===== src/rtl/hdmi_pattern_gen.sv =====
// Test-pattern source for an HDMI pixel pipeline: split, colour bars, checker and gradient.
// Optional build macro PATTERN_SCROLL_EN makes the checker and gradient scroll with frame_cnt.
module hdmi_pattern_gen #(
  parameter int H_ACTIVE   = 1280,
  parameter int V_ACTIVE   = 720,
  parameter int SPLIT_LINE = 360,
  parameter int CHECK_LOG2 = 5,
  parameter int CW         = 8
) (
  input  logic          pixclk,
  input  logic          reset,
  input  logic          de,
  input  logic          sof,
  input  logic [1:0]    mode,
  output logic [CW-1:0] red,
  output logic [CW-1:0] green,
  output logic [CW-1:0] blue,
  output logic [1:0]    mode_active,
  output logic [7:0]    frame_cnt
);

  localparam int          BAR_W    = H_ACTIVE / 8;
  localparam logic [15:0] X_LAST   = 16'(H_ACTIVE - 1);
  localparam logic [15:0] Y_LAST   = 16'(V_ACTIVE - 1);
  localparam logic [15:0] BAR_LAST = 16'(BAR_W - 1);
  localparam logic [15:0] SPLIT    = 16'(SPLIT_LINE);
  localparam logic [15:0] CHK_MASK = 16'(1) << CHECK_LOG2;
  localparam logic [3:0]  BAR_PAST = 4'd8;

  logic [15:0]   x, y, bar_pos;
  logic [3:0]    bar_idx;
  logic [15:0]   px, py, pbar_pos;
  logic [3:0]    pbar_idx;
  logic [15:0]   x_nxt, y_nxt, bar_pos_nxt;
  logic [3:0]    bar_idx_nxt;
  logic          at_origin, eof, chk;
  logic [1:0]    cur_mode;
  logic [15:0]   offset;
  logic [2:0]    bar_rgb;
  logic [CW-1:0] r_nxt, g_nxt, b_nxt;

`ifdef PATTERN_SCROLL_EN
  assign offset = {8'd0, frame_cnt};
`else
  assign offset = '0;
`endif

  // Pixel being rendered this cycle: sof forces (0,0) regardless of counter state.
  always_comb begin
    px        = sof ? '0 : x;
    py        = sof ? '0 : y;
    pbar_pos  = sof ? '0 : bar_pos;
    pbar_idx  = sof ? '0 : bar_idx;
    at_origin = sof || (x == '0 && y == '0);
    eof       = (x == X_LAST) && (y == Y_LAST);
    cur_mode  = at_origin ? mode : mode_active;

    x_nxt       = px + 16'd1;
    y_nxt       = py;
    bar_pos_nxt = pbar_pos + 16'd1;
    bar_idx_nxt = pbar_idx;
    if (px == X_LAST) begin
      x_nxt       = '0;
      bar_pos_nxt = '0;
      bar_idx_nxt = '0;
      y_nxt       = (py == Y_LAST) ? '0 : py + 16'd1;
    end else if (pbar_pos == BAR_LAST && pbar_idx != BAR_PAST) begin
      bar_pos_nxt = '0;
      bar_idx_nxt = pbar_idx + 4'd1;
    end
  end

  // Bar index 8 covers the remainder pixels past the last full bar.
  always_comb begin
    case (pbar_idx)
      4'd0:    bar_rgb = 3'b111;
      4'd1:    bar_rgb = 3'b110;
      4'd2:    bar_rgb = 3'b011;
      4'd3:    bar_rgb = 3'b010;
      4'd4:    bar_rgb = 3'b101;
      4'd5:    bar_rgb = 3'b100;
      4'd6:    bar_rgb = 3'b001;
      default: bar_rgb = 3'b000;
    endcase
  end

  always_comb begin
    r_nxt = '0;
    g_nxt = '0;
    b_nxt = '0;
    chk   = |((px ^ (py + offset)) & CHK_MASK);
    case (cur_mode)
      2'd0: begin
        if (py < SPLIT) r_nxt = '1;
        else            b_nxt = '1;
      end
      2'd1: begin
        r_nxt = {CW{bar_rgb[2]}};
        g_nxt = {CW{bar_rgb[1]}};
        b_nxt = {CW{bar_rgb[0]}};
      end
      2'd2: begin
        if (chk) begin
          r_nxt = '1;
          g_nxt = '1;
          b_nxt = '1;
        end
      end
      default: begin
        r_nxt = px[CW-1:0] + offset[CW-1:0];
        g_nxt = py[CW-1:0];
        b_nxt = ~(px[CW-1:0] + offset[CW-1:0]);
      end
    endcase
  end

  always_ff @(posedge pixclk) begin
    if (reset) begin
      x           <= '0;
      y           <= '0;
      bar_pos     <= '0;
      bar_idx     <= '0;
      red         <= '0;
      green       <= '0;
      blue        <= '0;
      mode_active <= '0;
      frame_cnt   <= '0;
    end else if (de) begin
      x       <= x_nxt;
      y       <= y_nxt;
      bar_pos <= bar_pos_nxt;
      bar_idx <= bar_idx_nxt;
      red     <= r_nxt;
      green   <= g_nxt;
      blue    <= b_nxt;
      if (at_origin) mode_active <= mode;
      if (eof) frame_cnt <= frame_cnt + 8'd1;
    end else begin
      red   <= '0;
      green <= '0;
      blue  <= '0;
    end
  end

endmodule


===== config.mk =====
export PLATFORM = sky130hd
export DESIGN_NAME = hdmi_pattern_gen
export DESIGN_NICKNAME = d
export VERILOG_FILES = /design/src/rtl/hdmi_pattern_gen.sv
export SDC_FILE = /design/constraint.sdc
export NUM_CORES = 1
export LEC_CHECK = 0
export ABC_AREA = 1
export CAP_MARGIN = 10
export CORE_ASPECT_RATIO = 1.25
export CORE_MARGIN = 2
export CORE_UTILIZATION = 54
export DETAILED_ROUTE_END_ITERATION = 12
export GPL_TIMING_DRIVEN = 0
export HOLD_SLACK_MARGIN = 0.02
export MAX_ROUTING_LAYER = met4
export PLACE_DENSITY_LB_ADDON = 0.15
export SYNTH_ARGS = -nofsm -noshare
export SYNTH_HDL_FRONTEND = slang
export SYNTH_SLANG_ARGS = --single-unit

===== constraint.sdc =====
create_clock -name pixclk -period 2.3 [get_ports pixclk]
set_input_delay 0.345 -clock pixclk [delete_from_list [all_inputs] [get_ports pixclk]]
set_output_delay 0.345 -clock pixclk [all_outputs]
set_load 0.01 [all_outputs]

=== Word-level counts from Yosys, hierarchy flattened ===
Cells that the tools add are included.

* $add $sub $neg: 5
* $lt $le $gt $ge: 1
* Eq/ne operators: 14
* Muxes and demuxes: 19
* Bitwise logic cells: 3
* Reductions and logical operators: 10

{| class="wikitable"
|+ Operators with widths
! cell !! number
|-
| two-way mux 16 bit || 8
|-
| one-hot mux 8 bit (3 select lines) || 3
|-
| adder 16 x 1 -> 16 bit, second input constant || 3
|-
| equality test 16 x 10 -> 1 bit, second input constant || 2
|-
| equality test 16 x 11 -> 1 bit, second input constant || 2
|-
| zero test 16 bit || 2
|-
| two-way mux 8 bit || 3
|-
| one-hot mux 3 bit (7 select lines) || 1
|-
| equality test 16 x 8 -> 1 bit, second input constant || 1
|-
| < comparator 16 x 9 -> 1 bit, second input constant || 1
|-
| equality test 4 x 3 -> 1 bit, second input constant || 3
|-
| two-way mux 4 bit || 3
|-
| adder 8 x 1 -> 8 bit, second input constant || 1
|-
| equality test 4 x 2 -> 1 bit, second input constant || 2
|-
| inverter 8 bit || 1
|-
| XOR 6 bit || 1
|-
| adder 4 x 1 -> 4 bit, second input constant || 1
|-
| equality test 4 x 1 -> 1 bit, second input constant || 1
|-
| zero test 4 bit || 1
|-
| inequality test 4 bit, second input constant || 1
|-
| logical AND 1 bit || 3
|-
| equality test 2 x 1 -> 1 bit, second input constant || 1
|-
| equality test 2 bit, second input constant || 1
|-
| zero test 2 bit || 1
|-
| 5 further kinds || 5
|}

* Register bits: 86
* Input port bits: 6
* Output and inout port bits: 34
* Word-level logic and storage cells: 61

=== Depth between registers and ports, before layout ===
Gate-level depths: netlist of run 1.

* Depth in word-level cells: 6
* Gate-level depth with buffers: 17
* Gate-level depth less buffers: 15

=== Worst setup path after synthesis of run 1 ===
OpenSTA, ideal clock, no wires.

* Kind: input to register
* Start: input port sof
* End: register bar_pos[15]
* Library setup time: 0.134 ns
* Arrival: 2.206 ns
* Required time: 2.166 ns
* Slack: -0.040 ns
* Cell stages on the path: 16
* Cell sequence: buf_6 > buf_6 > buf_2 > buf_1 > nor2_1 > ha_1 > nand3_1 > nor2_4 > inv_2 > nor4_2 > inv_1 > nor2_2 > nor2_4 > buf_6 > nand3_1 > a21oi_1

* Word-level cells in the longest chain between the ends: 5
* Elaborated cells on any way between the ends: 10
* Those cells by class: add/sub (1); eq/ne (3); mux (5); reduce/logical (1)

{| class="wikitable"
|+ RTL lines
! what !! RTL line !! source
|-
| start, declared || 13 || <nowiki>input logic sof,</nowiki>
|-
| parallel branches: the longest is 4 deep, another holds adder 16 x 1 -> 16 bit || - ||
|-
| two-way mux 16 bit (*) || 62 || <nowiki>if (px == X_LAST) begin</nowiki>
|-
| end signal, assigned || 131 || <nowiki>bar_pos <= bar_pos_nxt;</nowiki>
|-
| end, declared || 30 || <nowiki>logic [15:0] x, y, bar_pos;</nowiki>
|}

Mark *: on every way between the ends.
A chain may end at the register's enable or synchronous reset.

=== Worst setup path in the final report of run 1 ===
* Start: input port sof
* End: register y[4]

* Word-level cells in the longest chain between the ends: 4
* Elaborated cells on any way between the ends: 7
* Those cells by class: add/sub (1); eq/ne (2); mux (4)

{| class="wikitable"
|+ RTL lines
! what !! RTL line !! source
|-
| two-way mux 16 bit || 51 || <nowiki>py = sof ? '0 : y;</nowiki>
|-
| adder 16 x 1 -> 16 bit / equality test 16 x 10 -> 1 bit (equally long branches) || 66 || <nowiki>y_nxt = (py == Y_LAST) ? '0 : py + 16'd1;</nowiki>
|-
| two-way mux 16 bit || 66 ||
|-
| two-way mux 16 bit (*) || 62 ||
|-
| end signal, assigned || 130 || <nowiki>y <= y_nxt;</nowiki>
|-
| end, declared || 30 ||
|}

Mark *: on every way between the ends. The rest lies on a longest branch, timed or not.

==> impl_metrics.tcl, run 1 <==
set metrics [dict create \
    setup_ws_ns 0.160 \
    crit_path_cell_trace "dlygate4sd2_1 -> buf_12 -> nor2_4 -> ha_2 -> nand3_2 -> nor2_4 -> nand3_4 -> nor3_4 -> buf_6 -> buf_8 -> inv_2 -> o21ai_2 -> nand3_1 -> a21oi_2" \
    max-cap-violations 0 \
    nets 918 \
    ant_nets 0 \
    status "finished, final reports clean" \
    hold_class "reg -> reg" \
    p_leak_nw 2.54 \
    cp_top_family "buffers and inverters" \
    worstSkewPairLatency_ns 0.35 \
    path_clk_slew_ns 0.06 \
    ys_dominant_reg_cell "dfxtp_1" \
    power_density_nw_per_um2 532 \
    drt_first_pass_iters 6 \
    synth_seq_cells 86 \
    synthCells 852 \
    syn_area_per_cell_um2 6.33 \
    post-place-ws_ns -1.05 \
    holdWs_ns 0.468 \
    cp_common_cell "nor2_4" \
    power_switching_mw 0.831 \
    worstPathRequired_ns 2.58 \
    core_area_um2 9660 \
    die_area_um2 10800 \
    seqPwrFrac_pct 45.0 \
    row_count 40 \
    dp_hpwl_um 11200 \
    overflow 0 \
    worstMarginPinSlew_ns 0.656 \
    numClockSinks 86 \
    start_util_pct 55.8 \
    ys_types 41 \
    root_buffer "clkbuf_16" \
    dr.max_layer_used "met4" \
    place_congestion 0.954 \
    path_class "in -> reg" \
    grtUsageTotal_pct 28.9 \
    die_w_um 93.4 \
    io_buffers 39 \
    power.share.clock_pct 45.6 \
    routedWlPerCell_um 14.2 \
    synth.most_common_cell "nand2_1" \
    grt_pass1_wl_um 23900 \
    internal_power_mw 2.56 \
    grt_max_degree 21 \
    grt_pass1_vias 5213 \
    max_slew_margin_pct 55.9 \
    setup_violations 0 \
    die_h_um 116 \
    end_kind "register" \
    dr_wl_met2_um 7310 \
    ir_drop_mv 0.356 \
    antennaDiodeCount 0 \
    ys_async_sr_fraction_pct 0 \
    wl_met3_um 985 \
    worstReg2RegStart "x[1]" \
    yosys_warnings 0 \
    crit_fanout 20 \
    start_kind "input pin" \
    synth_top_area_share_pct 31.9 \
    slew_viol_final 0 \
    stdcell_count 1039 \
    vias_per_cell 5.44 \
    yosysTopAreaCell "dfxtp_1" \
    post_route_cells_drive_above_1_share_pct 12.6 \
    cts_tree "yes" \
    drc 0 \
    synthToLayoutAreaGrowth_pct 18.3 \
    slowest_stage "dlygate4sd2_1" \
    wl_met1_um 5910 \
    pwr-share-comb_pct 9.4 \
    fin_crit_sh_pct 93.0 \
    hold_viol 0 \
    crit_start "sof" \
    hp-start "bar_pos[9]" \
    syn_nets 862 \
    worstPathArrival_ns 2.42 \
    tns_ns 0 \
    synth_area_um2 5390 \
    pin_count 40 \
    drtIter0Drc 477 \
    synth_edf_count 0 \
    numCtsBuffers 9 \
    synth_area_leaders "dfxtp_1 32%, nand2_1 15%, nor2_1 7.6%, inv_1 7.4%, nand3_1 7.0%" \
    fmax_ghz 0.467 \
    ys_top_cells_by_count "212 x nand2_1, 109 x nor2_1, 107 x inv_1, 86 x dfxtp_1, 75 x nand3_1" \
    finalClockSkew_ns 0.00821 \
    cts-htree-levels 3 \
    utilization_pct 66.1 \
    vias 5656 \
    crit_buf_inv 5 \
    swShare_pct 24.5 \
    dp.cells 1017 \
    clockBufferDepth 2 \
    antenna_found_initial 0 \
    ctsHoldBuffers 0 \
    finalWorstPathRequiredPeriod_ns 2.14 \
    ys_seq_area_share_pct 31.9 \
    cpPeakStageDelay_ns 0.29 \
    drt-total-wl_um 14800 \
]
==> sequential cells by signal, summed over array words and instances (netlist names) <==
name and count:
bar_pos 16, y 16, mode_active 2, bar_idx 4, frame_cnt 8, green 8
blue 8, red 8, x 16
==> timing repair <==
action                                  4_1_cts  5_1_grt
resized for setup                            12       11
pin swaps                                     4        4
setup buffers                                 4        4
endpoints found under the setup margin       48       25
==> final cells by class <==
type	instances	area (um^2)
plain buffers	27	180
clock buffers	12	267
clock inverters	4	52.6
fillers	886	3280
inverters	122	458
multi-input cells	615	3090
flip-flops and latches	86	1720
well taps	126	158
repair buffers	47	453
==> tightest hold or removal path, cell delays in order (launching register included) <==
cell,delay (ns)
dfxtp_1,0.31
nand2_1,0.06
a21oi_1,0.05
==> cells in the final DEF, fill, tap and decap left out, types with 3 or more instances in the layout <==
cell type        count
nand2_1            212
inv_1              107
nor2_1             102
dfxtp_1             86
nand3_1             74
a21oi_1             54
clkdlybuf4s50_1     38
o21ai_0             25
nand4_1             22
o21ai_1             16
inv_2               15
nor2_4              13
xor2_1              12
nor2_2              12
nor3_1              12
clkbuf_1            11
buf_4                9
clkbuf_16            9
nand2_2              7
a21oi_2              7
buf_6                6
nand3_2              6
nor4_1               6
o21ai_2              4
buf_2                4
xnor2_1              3
nand3b_1             3
nor3_4               3
clkbuf_8             3
==> routing by layer <==
layer  vias up  global-route usage (%)
met5         -                       -
met1      2535                    31.8
met2       226                    49.6
li1       2842                       -
met4         0                    15.8
met3        53                    4.94
==> cells by family after synthesis <==
family	Yosys count	synth area share [%]
compound gates	114	11.7
xor+xnor	15	2.44
fa+ha+maj	4	0.928
buf+inv	151	11.7
flops	86	31.9
simple gates	482	41.3
==> per-stage QoR <==
step	power, mW	cell area (um^2)
final	3.40	6380
after global routing	3.49	6380
after CTS	3.40	6320
after detailed placement	1.87	5950
after global placement	1.87	5950
after floorplan	1.75	5400
==> path summary, 6_finish.rpt <==
path	to	slack [ns]	depth (start not counted)
max	y[4]	0.16	14
min	bar_pos[9]	0.47	2
max reg2reg	y[4]	0.20	13
min reg2reg	bar_pos[9]	0.47	2
==> power groups by stage <==
stage,sequential (mW),clock [mW],combinational [mW]
after detailed placement,1.56,0,0.312
final,1.53,1.55,0.319
after floorplan,1.57,0,0.174
after global placement,1.56,0,0.307
after global routing,1.53,1.61,0.350
after CTS,1.53,1.56,0.313
Note: power is estimated with default switching activity, not from simulation.
==> run 2, diff against run 1 <==
--- a/config.mk
+++ b/config.mk
@@ -5,14 +5,12 @@
 export SDC_FILE = /design/constraint.sdc
 export NUM_CORES = 1
 export LEC_CHECK = 0
-export ABC_AREA = 1
 export CAP_MARGIN = 10
 export CORE_ASPECT_RATIO = 1.25
 export CORE_MARGIN = 2
-export CORE_UTILIZATION = 54
+export CORE_UTILIZATION = 52
 export DETAILED_ROUTE_END_ITERATION = 12
 export GPL_TIMING_DRIVEN = 0
-export HOLD_SLACK_MARGIN = 0.02
 export MAX_ROUTING_LAYER = met4
 export PLACE_DENSITY_LB_ADDON = 0.15
 export SYNTH_ARGS = -nofsm -noshare
==> run 2 against run 1 <==
The flow now finishes with violations (setup timing). Routed wire length up 11%. Non-clock buffer count rose by 63. Power is 8.8% lower. Critical path type is now reg -> reg. Critical endpoint is now blue[7]. Largest cell class unchanged.
==> impl_metrics.tcl, run 2 <==
set metrics [dict create \
    status "complete, but fails checks" \
    violations "setup timing" \
    finalClockSkew_ns 0.00766 \
    pin_count 40 \
    overflow 0 \
    start_util_pct 52.9 \
    worstPathRequired_ns 2.55 \
    clockBufferDepth 2 \
    post_route_cells_drive_above_1_share_pct 32.2 \
    utilization_pct 76.7 \
    ys_dominant_reg_cell "dfxtp_1" \
    reg_top3 "bar_pos x16, x x16, y x16" \
    hp-start "bar_pos[15]" \
    die_h_um 108 \
    setup_violations 42 \
    numCtsBuffers 9 \
    max_slew_margin_pct 37.4 \
    die_area_um2 9470 \
    grt_setup_unrepaired "yes" \
    drt-total-wl_um 16400 \
    synth_area_leaders "dfxtp_1 38%, a21oi_1 7.6%, nand2_1 6.1%, nor2_1 5.0%, o21ai_0 4.2%" \
    drc 0 \
    yosys_warnings 0 \
    synth.most_common_cell "dfxtp_1" \
    finalWorstPathRequiredPeriod_ns 2.67 \
    final_common_cell "dfxtp_1" \
    worstReg2RegStart "y[4]" \
    fin_crit_sh_pct 116 \
    synthCells 581 \
    p_leak_nw 2.37 \
    setup_ws_ns -0.373 \
    place_congestion 0.988 \
    synthToLayoutAreaGrowth_pct 45.1 \
    nets 704 \
    io_buffers 39 \
    dp_hpwl_um 10200 \
    cts_tree "yes" \
    dp.cells 720 \
    drtIter0Drc 510 \
    worstMarginPinSlew_ns 0.932 \
    fill_cells 602 \
    synth_seq_cells 86 \
    vias_per_cell 6.49 \
    ant_nets 0 \
    ir_drop_mv 0.427 \
    antenna_found_initial 0 \
    antennaDiodeCount 0 \
    synth_area_um2 4530 \
    yosysTopAreaCell "dfxtp_1" \
    grt_max_degree 14 \
    power_density_nw_per_um2 472 \
    r2r_end "blue[7]" \
    drt_first_pass_iters 7 \
    synth_edf_count 0 \
    cts-htree-levels 3 \
    layout_common_cells "78 x dfxtp_1, 64 x nand2_1, 53 x nor2_1, 51 x buf_4, 44 x a21oi_1" \
    syn_nets 591 \
    hold_viol 0 \
    holdPathStages 2 \
    ys_top_cells_by_count "86 x dfxtp_1, 74 x nand2_1, 69 x a21oi_1, 60 x nor2_1, 38 x o21ai_0" \
    vias 5187 \
    path_class "reg -> reg" \
    rrSetupSlack_ns -0.37 \
    ys_types 65 \
    ys_async_sr_fraction_pct 0 \
    stdcell_count 799 \
    slew_viol_final 0 \
    path_clk_slew_ns 0.08 \
    core_area_um2 8560 \
    max-cap-violations 0 \
    multiInputGateArea_um2 3210 \
    die_w_um 87.4 \
    grt_pass1_wl_um 25200 \
    worstSkewPairLatency_ns 0.37 \
    routedWlPerCell_um 20.5 \
    ys_seq_area_share_pct 38.0 \
    crit_fanout 9 \
    row_count 38 \
    fmax_ghz 0.374 \
    grtUsageTotal_pct 35.5 \
    hold_class "reg -> reg" \
    worstPathArrival_ns 2.92 \
    register_area_um2 1740 \
    grt_pass1_vias 4940 \
    syn_area_per_cell_um2 7.79 \
    min_to "bar_pos[15]" \
    synth_top_area_share_pct 38.0 \
    start_kind "register" \
    numClockSinks 86 \
    ctsHoldBuffers 0 \
    reg2reg_depth 8 \
    end_kind "register" \
    root_buffer "clkbuf_8" \
]
-- run 2: worst max-delay path by stage --
stage | slack [ns] | start | end
6_report | -0.37 | y[4] | blue[7]
2_1_floorplan | -0.49 | sof | bar_pos[9]
5_1_grt | -0.42 | y[4] | red[3]
4_1_cts | -0.37 | y[10] | red[2]
3_3_place_gp | -1.55 | sof | bar_pos[14]
3_5_place_dp | -1.59 | sof | bar_pos[14]
-- run 2: through the flow --
| step | setup TNS (ns) | area, um^2 | power, mW | setup WS, ns | hold WS (ns) |
|---|---|---|---|---|---|
| after floorplan | -17.89 | 4760 | 1.76 | -0.488 | 0.440 |
| after global placement | -80.95 | 5280 | 1.89 | -1.55 | 0.454 |
| after detailed placement | -83.44 | 5280 | 1.89 | -1.59 | 0.461 |
| after CTS | -12.90 | 6250 | 3.04 | -0.374 | 0.477 |
| after global routing | -13.21 | 6570 | 3.19 | -0.422 | 0.506 |
| final | -10.27 | 6570 | 3.10 | -0.373 | 0.475 |
-- run 2: logic make-up after synthesis --
family	count (synthesis)	synth area share [%]
mux	5	1.13
simple gates	281	31.9
fa+ha+maj	4	1.11
compound gates	155	21.0
buf+inv	41	5.11
xor+xnor	9	1.74
flops	86	38.0
-- run 2: timing repair --
item                                    CTS  global route
setup buffers                            45            19
pin swaps                                57            31
endpoints found under the setup margin   85            80
gates cloned                              4             0
gates resized for setup                 111            56
-- run 2: final cells by class --
class / count / share of cell area (%)
sequential: 86 / 26.5
timing repair buffer: 107 / 15.3
multi-input combinational: 454 / 48.8
buffer: 30 / 4.21
clock inverter: 3 / 0.667
clock buffer: 13 / 2.27
tap: 100 / 1.91
inverter: 6 / 0.343
-- run 2: layer usage --
metal / up-vias / wire length, um / track usage [%]
met5: - / 0 / -
met4: 0 / 1200 / 25.8
met3: 114 / 1230 / 8.40
met1: 2419 / 5980 / 38.2
met2: 311 / 7960 / 56.3
li1: 2343 / - / -
-- run 2: critical path, stage by stage, from the launching register on --
cell and delay (ns):
dfxtp_4 0.37, or4_1 0.51, or3_4 0.42, or4_4 0.43, buf_8 0.16, o31ai_4 0.32, buf_6 0.17, buf_12 0.11
a21oi_1 0.06
-- run 2: power by group --
group / switching, mW / internal (mW)
clock network: 0.555 / 0.534
registers: 0.0158 / 1.51
logic: 0.269 / 0.212
==> run 3, diff against run 2 <==
--- a/config.mk
+++ b/config.mk
@@ -10,7 +10,6 @@
 export CORE_MARGIN = 2
 export CORE_UTILIZATION = 52
 export DETAILED_ROUTE_END_ITERATION = 12
-export GPL_TIMING_DRIVEN = 0
 export MAX_ROUTING_LAYER = met4
 export PLACE_DENSITY_LB_ADDON = 0.15
 export SYNTH_ARGS = -nofsm -noshare
==> run 3 against run 2 <==
The run still ends with setup timing left. Via count is 5.1% lower. Combinational power is 23% lower. Non-clock buffer count is 16 higher. Global-route usage is 4.6 points lower. Largest cell class unchanged. Clock skew is 0.0074 ns higher.
==> impl_metrics.tcl, run 3 (same netlist as run 2, synthesis figures left out) <==
set metrics [dict create \
    status "complete, but fails checks" \
    violations "setup timing" \
    start_kind "register" \
    root_buffer "clkbuf_8" \
    reg2reg_depth 8 \
    grtUsageTotal_pct 30.9 \
    p_leak_nw 2.41 \
    path_class "reg -> reg" \
    ant_nets 0 \
    place_congestion 0.972 \
    overflow 0 \
    clockBufferDepth 2 \
    max_slew_margin_pct 58.1 \
    finalWorstPathRequiredPeriod_ns 2.63 \
    drt-total-wl_um 14000 \
    io_buffers 39 \
    core_area_um2 8560 \
    crit_fanout 4 \
    numCtsBuffers 9 \
    grt_max_degree 34 \
    crit_start "y[8]" \
    final_common_cell "buf_4" \
    grt_pass1_vias 4776 \
    die_area_um2 9470 \
    die_w_um 87.4 \
    pin_count 40 \
    path_clk_slew_ns 0.08 \
    row_count 38 \
    vias 4922 \
    slew_viol_final 0 \
    post-place-ws_ns -0.524 \
    hold_viol 0 \
    drc 0 \
    cts_tree "yes" \
    stdcell_count 815 \
    worstPathArrival_ns 2.89 \
    cts-htree-levels 3 \
    setup_violations 38 \
    start_util_pct 52.9 \
    dp_hpwl_um 10000 \
    routedWlPerCell_um 17.2 \
    finalClockSkew_ns 0.0151 \
    holdWs_ns 0.473 \
    grt_pass1_wl_um 22500 \
    max-cap-violations 0 \
    ctsHoldBuffers 0 \
    tns_ns -7.48 \
    numClockSinks 86 \
    synthToLayoutAreaGrowth_pct 39.4 \
    worstReg2RegStart "y[8]" \
    reg_top3 "bar_pos x16, x x16, y x16" \
    layout_common_cells "108 x buf_4, 81 x dfxtp_1, 66 x nand2_1, 63 x a21oi_1, 55 x nor2_1" \
    antennaDiodeCount 0 \
    vias_per_cell 6.04 \
    post_route_cells_drive_above_1_share_pct 28.3 \
    holdPathStages 5 \
    worstPathRequired_ns 2.56 \
    setup_ws_ns -0.331 \
    grt_setup_unrepaired "yes" \
    drtIter0Drc 368 \
    dp.cells 792 \
    hp-start "reset" \
    ir_drop_mv 0.313 \
    fin_crit_sh_pct 114 \
    hold_class "in -> reg" \
    drt_first_pass_iters 5 \
    antenna_found_initial 0 \
    worstSkewPairLatency_ns 0.37 \
    nets 720 \
    power_density_nw_per_um2 487 \
    end_kind "register" \
    fmax_ghz 0.380 \
    worstMarginPinSlew_ns 0.624 \
    die_h_um 108 \
]
run 3: report_power, final:
part           switching (mW)  internal, mW
sequential             0.0150          1.51
clock                   0.536         0.639
combinational           0.209         0.159
total                   0.760          2.31
run 3: final timing paths:
kind | endpoint | slack (ns)
setup / recovery | blue[5] | -0.33
hold reg to reg | bar_pos[15] | 0.49
setup reg to reg | blue[5] | -0.33
hold / removal | blue[1] | 0.47
run 3: stage by stage:
stage | utilization, % | cell area, um^2 | power (mW)
floorplan | - | 4760 | 1.76
global placement | 68.1 | 5830 | 1.89
detailed placement | 68.1 | 5830 | 1.89
CTS | 72.0 | 6160 | 3.06
global route | 73.7 | 6310 | 3.15
finish | 73.7 | 6310 | 3.07
run 3: cell type report:
| cell class | count | area (um^2) |
|---|---|---|
| multi-input cells | 454 | 2920 |
| fillers | 655 | 2250 |
| flip-flops and latches | 86 | 1730 |
| repair buffers | 153 | 1300 |
| clock buffers | 12 | 145 |
| well taps | 100 | 125 |
| clock inverters | 4 | 70.1 |
| inverters | 6 | 22.5 |
run 3: repair_timing:
item	in CTS	in global routing
endpoints found under the hold margin	0	0
buffers inserted	6	3
resized for setup	22	26
pin swaps	6	4
endpoints found under the setup margin	67	63
run 3: worst max-delay path, cell delays in order (launching register included):
cell and delay, ns:
dfxtp_2 0.33, or4_4 0.51, or3_4 0.43, o41ai_4 0.28, buf_4 0.19, mux2i_4 0.31, buf_4 0.20, a21boi_2 0.07
a22o_1 0.21
run 3: layer usage:
layer / up-vias / wire length, um / GRT usage, %
met4: 0 / 512 / 15.8
li1: 2364 / - / -
met1: 2333 / 5670 / 33.3
met3: 45 / 583 / 3.82
met2: 180 / 7230 / 54.8
met5: - / 0 / -
